**src/rtl/updown_mod_ctr.sv**
```systemverilog
// updown_mod_ctr: up/down counter over 0..limit with synchronous load, wrap pulse (tc) and one-shot halt.
// Optional build macro CTR_COMPARE_EN adds a registered count == cmp_value compare output.
module updown_mod_ctr #(
    parameter int WIDTH     = 10,
    parameter int RESET_VAL = 0
) (
    input  logic             clk,
    input  logic             rst,
    input  logic             enable,
    input  logic             count_reversed,
    input  logic             oneshot,
    input  logic             load,
    input  logic [WIDTH-1:0] load_value,
    input  logic [WIDTH-1:0] limit,
`ifdef CTR_COMPARE_EN
    input  logic [WIDTH-1:0] cmp_value,
    output logic             cmp_match,
`endif
    output logic [WIDTH-1:0] count,
    output logic             tc,
    output logic             done
);

    localparam logic [WIDTH-1:0] ONE       = WIDTH'(1);
    localparam logic [WIDTH-1:0] RST_COUNT = WIDTH'(RESET_VAL);

    typedef enum logic {RUN, HALT} state_t;

    state_t           state, state_nxt;
    logic [WIDTH-1:0] count_nxt;
    logic             tc_nxt;

    always_ff @(posedge clk) begin
        if (rst) begin
            state <= RUN;
            count <= RST_COUNT;
            tc    <= 1'b0;
        end else begin
            state <= state_nxt;
            count <= count_nxt;
            tc    <= tc_nxt;
        end
    end

    // A count above a lowered limit is clamped on the next enabled edge; counting
    // down this is a plain step, counting up it is a wrap.
    always_comb begin
        state_nxt = state;
        count_nxt = count;
        tc_nxt    = 1'b0;
        if (load) begin
            count_nxt = (load_value > limit) ? limit : load_value;
            state_nxt = RUN;
        end else if (enable && state == RUN) begin
            if (!count_reversed) begin
                if (count < limit) begin
                    count_nxt = count + ONE;
                end else begin
                    tc_nxt = 1'b1;
                    if (oneshot) begin
                        count_nxt = limit;
                        state_nxt = HALT;
                    end else begin
                        count_nxt = '0;
                    end
                end
            end else begin
                if (count > limit) begin
                    count_nxt = limit;
                end else if (count != '0) begin
                    count_nxt = count - ONE;
                end else begin
                    tc_nxt = 1'b1;
                    if (oneshot) begin
                        count_nxt = '0;
                        state_nxt = HALT;
                    end else begin
                        count_nxt = limit;
                    end
                end
            end
        end
    end

    assign done = (state == HALT);

`ifdef CTR_COMPARE_EN
    // Compared against the value count takes at this edge so the flag lines up with count.
    always_ff @(posedge clk) begin
        if (rst) cmp_match <= (RST_COUNT == cmp_value);
        else     cmp_match <= (count_nxt == cmp_value);
    end
`endif

endmodule

```
**config.mk**
```make
export PLATFORM = sky130hd
export DESIGN_NAME = updown_mod_ctr
export DESIGN_NICKNAME = d
export VERILOG_FILES = /design/src/rtl/updown_mod_ctr.sv
export SDC_FILE = /design/constraint.sdc
export NUM_CORES = 1
export LEC_CHECK = 0
export ABC_AREA = 1
export BUFFER_PORTS_ARGS = -buffer_cell sky130_fd_sc_hd__buf_2
export CORE_UTILIZATION = 50
export CTS_BUF_LIST = sky130_fd_sc_hd__clkbuf_2
export CTS_CLUSTER_SIZE = 40
export DETAILED_ROUTE_END_ITERATION = 8
export PLACE_DENSITY_LB_ADDON = 0.25
export SLEW_MARGIN = 20
export SYNTH_ARGS = -nofsm -noshare
export SYNTH_HDL_FRONTEND = slang
export SYNTH_SLANG_ARGS = --single-unit
```
**constraint.sdc**
```tcl
create_clock -name clk -period 1.8 [get_ports clk]
set_input_delay 0.18 -clock clk [delete_from_list [all_inputs] [get_ports clk]]
set_output_delay 0.18 -clock clk [all_outputs]
set_load 0.02 [all_outputs]
```
* Word-level counts from Yosys, hierarchy flattened
Cells that the tools add are included.
Word-level totals: input bits 26, flip-flop bits (word level) 12, output and inout port bits 12, logic and storage cells 37
Operators by class: add/sub/neg operators 2, bitwise logic cells 2, muxes and demuxes 18, order comparisons 3, eq/ne operators 3, reductions and logical operators 6
Operator list (number):
- $mux 10 | 9
- $gt 10x10->1 | 2
- $add 10x1->10 const B | 1
- $lt 10x10->1 | 1
- $reduce_bool 10->1 | 1
- $sub 10x1->10 const B | 1
- $mux 1 | 9
- $ne 2x2->1 const B | 3
- $reduce_and 4->1 | 1
- $reduce_or 3->1 | 1
- $not 1->1 | 2
- $reduce_bool 2->1 | 1
- $reduce_or 2->1 | 1
- $logic_and 1x1->1 | 1

* Depth between registers and ports, before layout
Gate-level depths: netlist of the first run.
word-level depth 6, mapped depth 16, mapped depth without buffers 15

* Least setup slack after synthesis of the first run
OpenSTA, ideal clock, no wires.
kind register -> register, start register count[7], end register count[1], cell stages (with the launch flop) 14, library setup time 66 ps, slack -116 ps, arrival time 1850 ps, clock period less this slack 1916 ps, buffers on the path 1, required time 1734 ps, cell sequence dfxtp_1 > ha_1 > nand2_1 > nand2_1 > a21oi_2 > nand3_2 > nand2_2 > buf_2 > nand2_1 > nand2_1 > nand2_1 > nand2_1 > nand2_1 > a21oi_2
On the way: cells in the longest elaborated chain, start to end 6, elaborated cells between the ends (all ways) 9, classes of those cells order compare: 2; mux: 6; reduce/logical: 1
RTL lines:
- start, declared | line 19 | output logic [WIDTH-1:0] count,
- start signal, assigned | line 40 | count <= count_nxt;
- parallel branches: the longest is 3 deep, another holds $lt 10x10->1
- $mux 10 (*) | line 55 | if (!count_reversed) begin
- $mux 10 (*) | line 54 | end else if (enable && state == RUN) begin
- $mux 10 (*) | line 51 | if (load) begin
Mark *: on every way between the ends. The select of a mux whose other input is x is not followed. A chain may end at the register's enable or synchronous reset.

* Worst setup path in the final report of the first run
start register count[9], end register count[8]
Same word-level chain as after synthesis.

==> results.yml, run 1 <==
clocking:
  cts_made_buffers: 3
  post-cts-setup-buffers: 0
  h-tree-depth: 1
  clkLatencyLatePin_ps: 310
  cts_root_buf: "clkbuf_2"
  numClockSinks: 12
  cts_tree: "done"
  clock_path_buffers: 2
  clkTransAtPathRegs_ps: 140
finish:
  final.fill_count: 331
  syn_to_final_growth_pct: 33.52
  nNetsFinal: 473
  final_util: 0.7190
  drive_above_1_share: 0.3090
  antenna_cells: 0
min_path:
  hp-class: "input port to register"
yosys:
  async_flop_share: 0
  synth_edf_count: 0
  avgSynthCellArea_um2: 5.746
  netlist.area_leader.share: 0.1817
  ys_warn_count: 0
  netlist_top_cells_area: "nand2_1, ha_1, dfxtp_1, nand3_1, inv_1"
  synth_nets: 404
  synth_area_um2: 2046
  synth_ff_type: "dfxtp_1"
  ys_types: 33
  synthCells: 356
  yosysMostFrequentCell: "nand2_1"
  seq_area_frac_synth: 0.1174
  synth_seq_cells: 12
  yosysTopAreaCell: "nand2_1"
  synthTopCellsByCount: "nand2_1, inv_1, nand3_1"
sta:
  finalHoldViolCount: 0
  worst_pin_slew_ps: 437.7
  grt_setup_unrepaired: "true"
  slew_violations: 0
  timing.hold.ws_ps: 126.5
  fmax_mhz: 529.8
  post-route-min-period_ps: 1887
  relSlewSlack: 0.7075
  setup_viol: 11
  period_share: 1.049
  finClkSkew_ps: 7.925
  timing.final.ws_setup_ps: -87.42
floorplan:
  ios: 38
  start_util: 0.5385
  die_width_um: 65.97
  chipHeight_um: 65.97
  rows: 22
  die_area_um2: 4351
  coreArea_um2: 3799
grt:
  first_global_vias: 2367
  antenna_found_initial: 0
  grt_first_pass_wirelength_um: 10560
  gr-usage-all-layers: 0.3167
  grt_max_degree: 20
  grt_overflow: 0
placement:
  port_buffers: 37
  dp_hpwl_um: 5075
  pre_cts_ws_ps: -189.9
  gp_congestion: 0.9224
route:
  vias: 2677
  wl_met2_um: 3417
  dr.pass1.iters: 5
  routedWlPerCell_um: 14.66
  wl_met3_um: 459
  wl_um: 6919
  drtIter0Drc: 251
  drcViolationCount: 0
  top_layer: "met4"
  viasPerCell: 5.672
  drt-met1-wl_um: 2846
  final_antenna_net_count: 0
setup_path:
  critPathLaunchType: "register"
  slowest_delay_ps: 370
  critPathKind: "register to register"
  worstPathCellList: "ha_4 > nand2_4 > nor2_4 > a21boi_1 > nor2_4 > nand2_1 > nand3_1 > nand3_2 > nand3_2 > nand2_1 > inv_1"
  end_kind: "register"
  crit_family: "simple AND/OR/NAND/NOR gates"
  crit_fanout: 6
  cp.required_ps: 2030
  worstPathArrival_ps: 2110
  slowest_stage: "dfxtp_2"
  path_buf_inv: 1
outcome:
  failed_checks: "setup timing"
  outcome: "finished with violations"
pwr:
  powerDensity_nw_per_um2: 544.2
  combinationalPowerShare: 0.678
  peakVddDrop_v: 0.0003704
  seq_power_share: 0.215
  switching_share: 0.5015
  power.share.clock: 0.107
  total_power_mw: 1.486
  leakagePower_nw: 1.487
  p_int_uw: 741.0
  net-switching-power_uw: 745.5
job:
  max_cap_viol_count: 0
area by class of cell:
| class | count | area (um2) | area share |
|---|---|---|---|
| Multi-Input combinational cell | 281 | 1719 | 0.6294 |
| Timing Repair Buffer | 76 | 490.5 | 0.1796 |
| Sequential cell | 12 | 250.2 | 0.09162 |
| Inverter | 51 | 192.7 | 0.07055 |
| Tap cell | 48 | 60.06 | 0.02199 |
| Clock buffer | 3 | 15.01 | 0.005497 |
| Clock inverter | 1 | 3.754 | 0.001374 |
layer usage:
layer,vias to the layer above,track usage
met5,-,0
li1,1298,-
met1,1223,0.3741
met2,129,0.5676
met4,0,0.1197
met3,27,0.04828
worst register-to-register path, cell delays in order, from the launching register on:
cell and delay, ps:
dfxtp_2 370, ha_4 280, nand2_4 70, nor2_4 170, a21boi_1 340, nor2_4 110, nand2_1 100, nand3_1 80
nand3_2 110, nand3_2 60, nand2_1 80, inv_1 30
registers in the layout, indices dropped and copies added (netlist names):
register and count:
done 1, count 10, tc 1
repair_timing:
item	CTS	global route
pin swaps	9	16
resized for setup	20	26
hold buffers	0	0
setup endpoints to repair	12	11
gates cloned	0	1
power by group through the flow:
stage | clock [mW] | sequential, mW | combinational, mW
after CTS | 0.149 | 0.318 | 0.918
final | 0.159 | 0.320 | 1.01
after detailed placement | 0 | 0.318 | 0.872
after global routing | 0.174 | 0.322 | 1.10
after floorplan | 0 | 0.360 | 0.547
after global placement | 0 | 0.317 | 0.854
path summary, 6_finish.rpt:
kind	from	to	slack [ps]	cells past startpoint
max	count[9]	count[8]	-90	11
min	rst	done	130	4
max reg2reg	count[9]	count[8]	-90	11
min reg2reg	done	done	480	2
cell families after synthesis:
kind of cell / after synthesis / synth area share
buffers and inverters: 63 / 0.1370
DFF: 12 / 0.1174
xor gates and xnor gates: 8 / 0.03425
AOI/OAI and AO/OA: 56 / 0.1517
and+or+nand+nor: 195 / 0.4251
adders and majority gates: 22 / 0.1346
layout by cell type, fill, tap and decap left out, types with 5 or more instances in the layout:
| cell | n |
|---|---|
| dfxtp_2 | 8 |
| xor2_1 | 7 |
| nand3_1 | 41 |
| o21ai_0 | 25 |
| inv_1 | 48 |
| nand3_2 | 7 |
| buf_2 | 38 |
| nand2_4 | 6 |
| nand2_1 | 91 |
| nand2_2 | 6 |
| nor2_1 | 25 |
| ha_1 | 16 |
| ha_4 | 5 |
| buf_4 | 34 |
| a21oi_1 | 16 |
through the flow:
stage          instances  area (um2)  TNS, ps
4_1_cts              471        2619        0
6_report             472        2731   -572.1
3_3_place_gp         467        2495   -639.1
3_5_place_dp         467        2495    -1543
5_1_grt              472        2731    -2094
2_1_floorplan        356        2054  -0.1429
No activity file was read; power rests on OpenSTA's default activity.
==> inputs of run 2 (changes only) <==
--- a/config.mk
+++ b/config.mk
@@ -12,6 +12,7 @@
 export CTS_CLUSTER_SIZE = 40
 export DETAILED_ROUTE_END_ITERATION = 8
 export PLACE_DENSITY_LB_ADDON = 0.25
+export REMOVE_ABC_BUFFERS = 1
 export SLEW_MARGIN = 20
 export SYNTH_ARGS = -nofsm -noshare
 export SYNTH_HDL_FRONTEND = slang
==> run 2 against run 1 <==
Effect of this change:
- the run still ends with setup timing left
- clock skew decreased by 4.6 ps
- sequential share of layout area decreased by 0.42 points
- first-iteration DRC count increased by 22%
- hold slack improved by 8.4 ps
- die area unchanged
- clock power decreased by 3%
- global-route usage decreased by 0.62 points
- sequential power about the same
- total power increased by 4.5%
- design area increased by 4.3%
- routed wire length increased by 4.6%
- non-clock buffer count increased by 6
- largest cell class unchanged
- highest routed layer unchanged
==> results.yml, run 2 (same netlist as run 1, synthesis figures left out) <==
finish:
  mostFrequentLayoutCells: "nand2_1, inv_1, buf_4"
  regMostFlops: "count"
  largest_reg_flops: 10
  drive_above_1_share: 0.3426
  final_area_um2: 2848
  antenna_cells: 0
  syn_to_final_growth_pct: 39.20
  mostFrequentLayoutCell: "nand2_1"
  final_util: 0.7497
  nNetsFinal: 481
sta:
  worst_pin_slew_ps: 475.3
  setup_viol: 6
  relSlewSlack: 0.6819
  period_share: 1.033
  post-route-min-period_ps: 1859
  finClkSkew_ps: 3.367
  slew_violations: 0
  grt_setup_unrepaired: "true"
  finalHoldViolCount: 0
  timing.final.ws_setup_ps: -58.96
  tns_ps: -181.0
  fmax_mhz: 537.9
floorplan:
  die_width_um: 65.97
  ios: 38
  coreArea_um2: 3799
  chipHeight_um: 65.97
  rows: 22
  die_area_um2: 4351
  start_util: 0.5385
setup_path:
  slowest_stage: "dfxtp_1"
  crit_fanout: 5
  critPathLaunchType: "register"
  critPathKind: "register to register"
  crit_family: "simple AND/OR/NAND/NOR gates"
  worstPathCellList: "inv_1 > ha_1 > inv_1 > nand2_1 > nand2_1 > nand3_2 > nand3_4 > nand2_4 > buf_6 > buf_6 > a21boi_4 > nor2_2 > nand2_1 > nand2_1"
  path_buf_inv: 4
  slowest_delay_ps: 370
  end_kind: "register"
  cp.required_ps: 2010
  crit_top_cell: "nand2_1"
  worstPathArrival_ps: 2070
  r2r_slack_ps: -60
grt:
  grt_overflow: 0
  first_global_vias: 2429
  antenna_found_initial: 0
  grt_max_degree: 20
  grt_first_pass_wirelength_um: 10470
  gr-usage-all-layers: 0.3105
route:
  drcViolationCount: 0
  viasPerCell: 5.742
  drtIter0Drc: 305
  final_antenna_net_count: 0
  dr.pass1.iters: 5
  vias: 2756
  wl_um: 7236
  routedWlPerCell_um: 15.08
placement:
  gp_congestion: 0.9372
  dp_hpwl_um: 5124
  placed_cell_area_um2: 2511
  port_buffers: 37
  pre_cts_ws_ps: -156.9
clocking:
  numClockSinks: 12
  clkTransAtPathRegs_ps: 140
  cts_root_buf: "clkbuf_2"
  h-tree-depth: 1
  cts_tree: "done"
  clock_path_buffers: 2
  cts_made_buffers: 3
  clkLatencyLatePin_ps: 290
pwr:
  peakVddDrop_v: 0.0003426
  power.share.clock: 0.100
  seq_power_share: 0.204
  powerDensity_nw_per_um2: 545.6
  switching_share: 0.4980
  combinationalPowerShare: 0.695
  p_int_uw: 780.1
  net-switching-power_uw: 773.8
  leakagePower_nw: 1.535
outcome:
  failed_checks: "setup timing"
  outcome: "finished with violations"
min_path:
  hp-class: "input port to register"
job:
  max_cap_viol_count: 0
==> run 2: cell count changes in the layout (fill, tap and decap cells not counted), sizes merged <==
cell / previous run / this run
buf: 76 / 82
nand2: 103 / 105
==> run 2: metrics by stage <==
step	total power, mW	hold slack [ps]	std cells
after floorplan	0.8636	283.1	344
after global placement	1.177	449.6	470
after detailed placement	1.196	456.4	470
after CTS	1.379	146.9	474
after global routing	1.667	136.6	480
final	1.554	134.9	480
==> run 2: worst paths after layout <==
| path | start | to | cells after the start |
|---|---|---|---|
| worst max-delay path | count[0] | done | 14 |
| worst min-delay path | rst | done | 4 |
| worst max register to register | count[0] | done | 14 |
| worst min register to register | done | done | 2 |
==> run 2: final cells by class <==
cell class,count,area (um2)
multi-input cells,283,1788
clock buffers,3,15.01
well taps,48,60.06
inverters,51,192.7
fillers,282,950.9
flip-flops and latches,12,249.0
repair buffers,82,539.3
clock inverters,1,3.754
==> run 2: routing by layer <==
| metal | global-route usage | vias up | routed length [um] | share of wire |
|---|---|---|---|---|
| met4 | 0.05319 | 0 | 126 | 0.017 |
| met5 | 0 | - | 0 | 0 |
| met1 | 0.3697 | 1260 | 2902 | 0.40 |
| met3 | 0.04138 | 22 | 604 | 0.083 |
| met2 | 0.5880 | 164 | 3602 | 0.50 |
| li1 | - | 1310 | - | - |
==> run 2: worst reg2reg max path, cell delays in order (launching register included) <==
cell      delay [ps]
dfxtp_1          370
inv_1             90
ha_1             200
inv_1             80
nand2_1           70
nand2_1           80
nand3_2          100
nand3_4          140
nand2_4           90
buf_6            130
buf_6            110
a21boi_4         150
nor2_2            60
nand2_1           60
nand2_1           50
==> run 2: power by group through the flow <==
stage                     logic, mW  registers (mW)  clock network (mW)
after floorplan               0.491           0.373                   0
after global placement        0.865           0.312                   0
after detailed placement      0.883           0.312                   0
after CTS                     0.920           0.310               0.148
after global routing           1.19           0.319               0.160
final                          1.08           0.318               0.155
==> run 2: repair_timing <==
action	in CTS	in global routing
gates resized for setup	17	50
gates cloned	0	3
pin swaps	6	26
hold buffers	0	0
setup endpoints to repair	12	12
buffers inserted	0	3
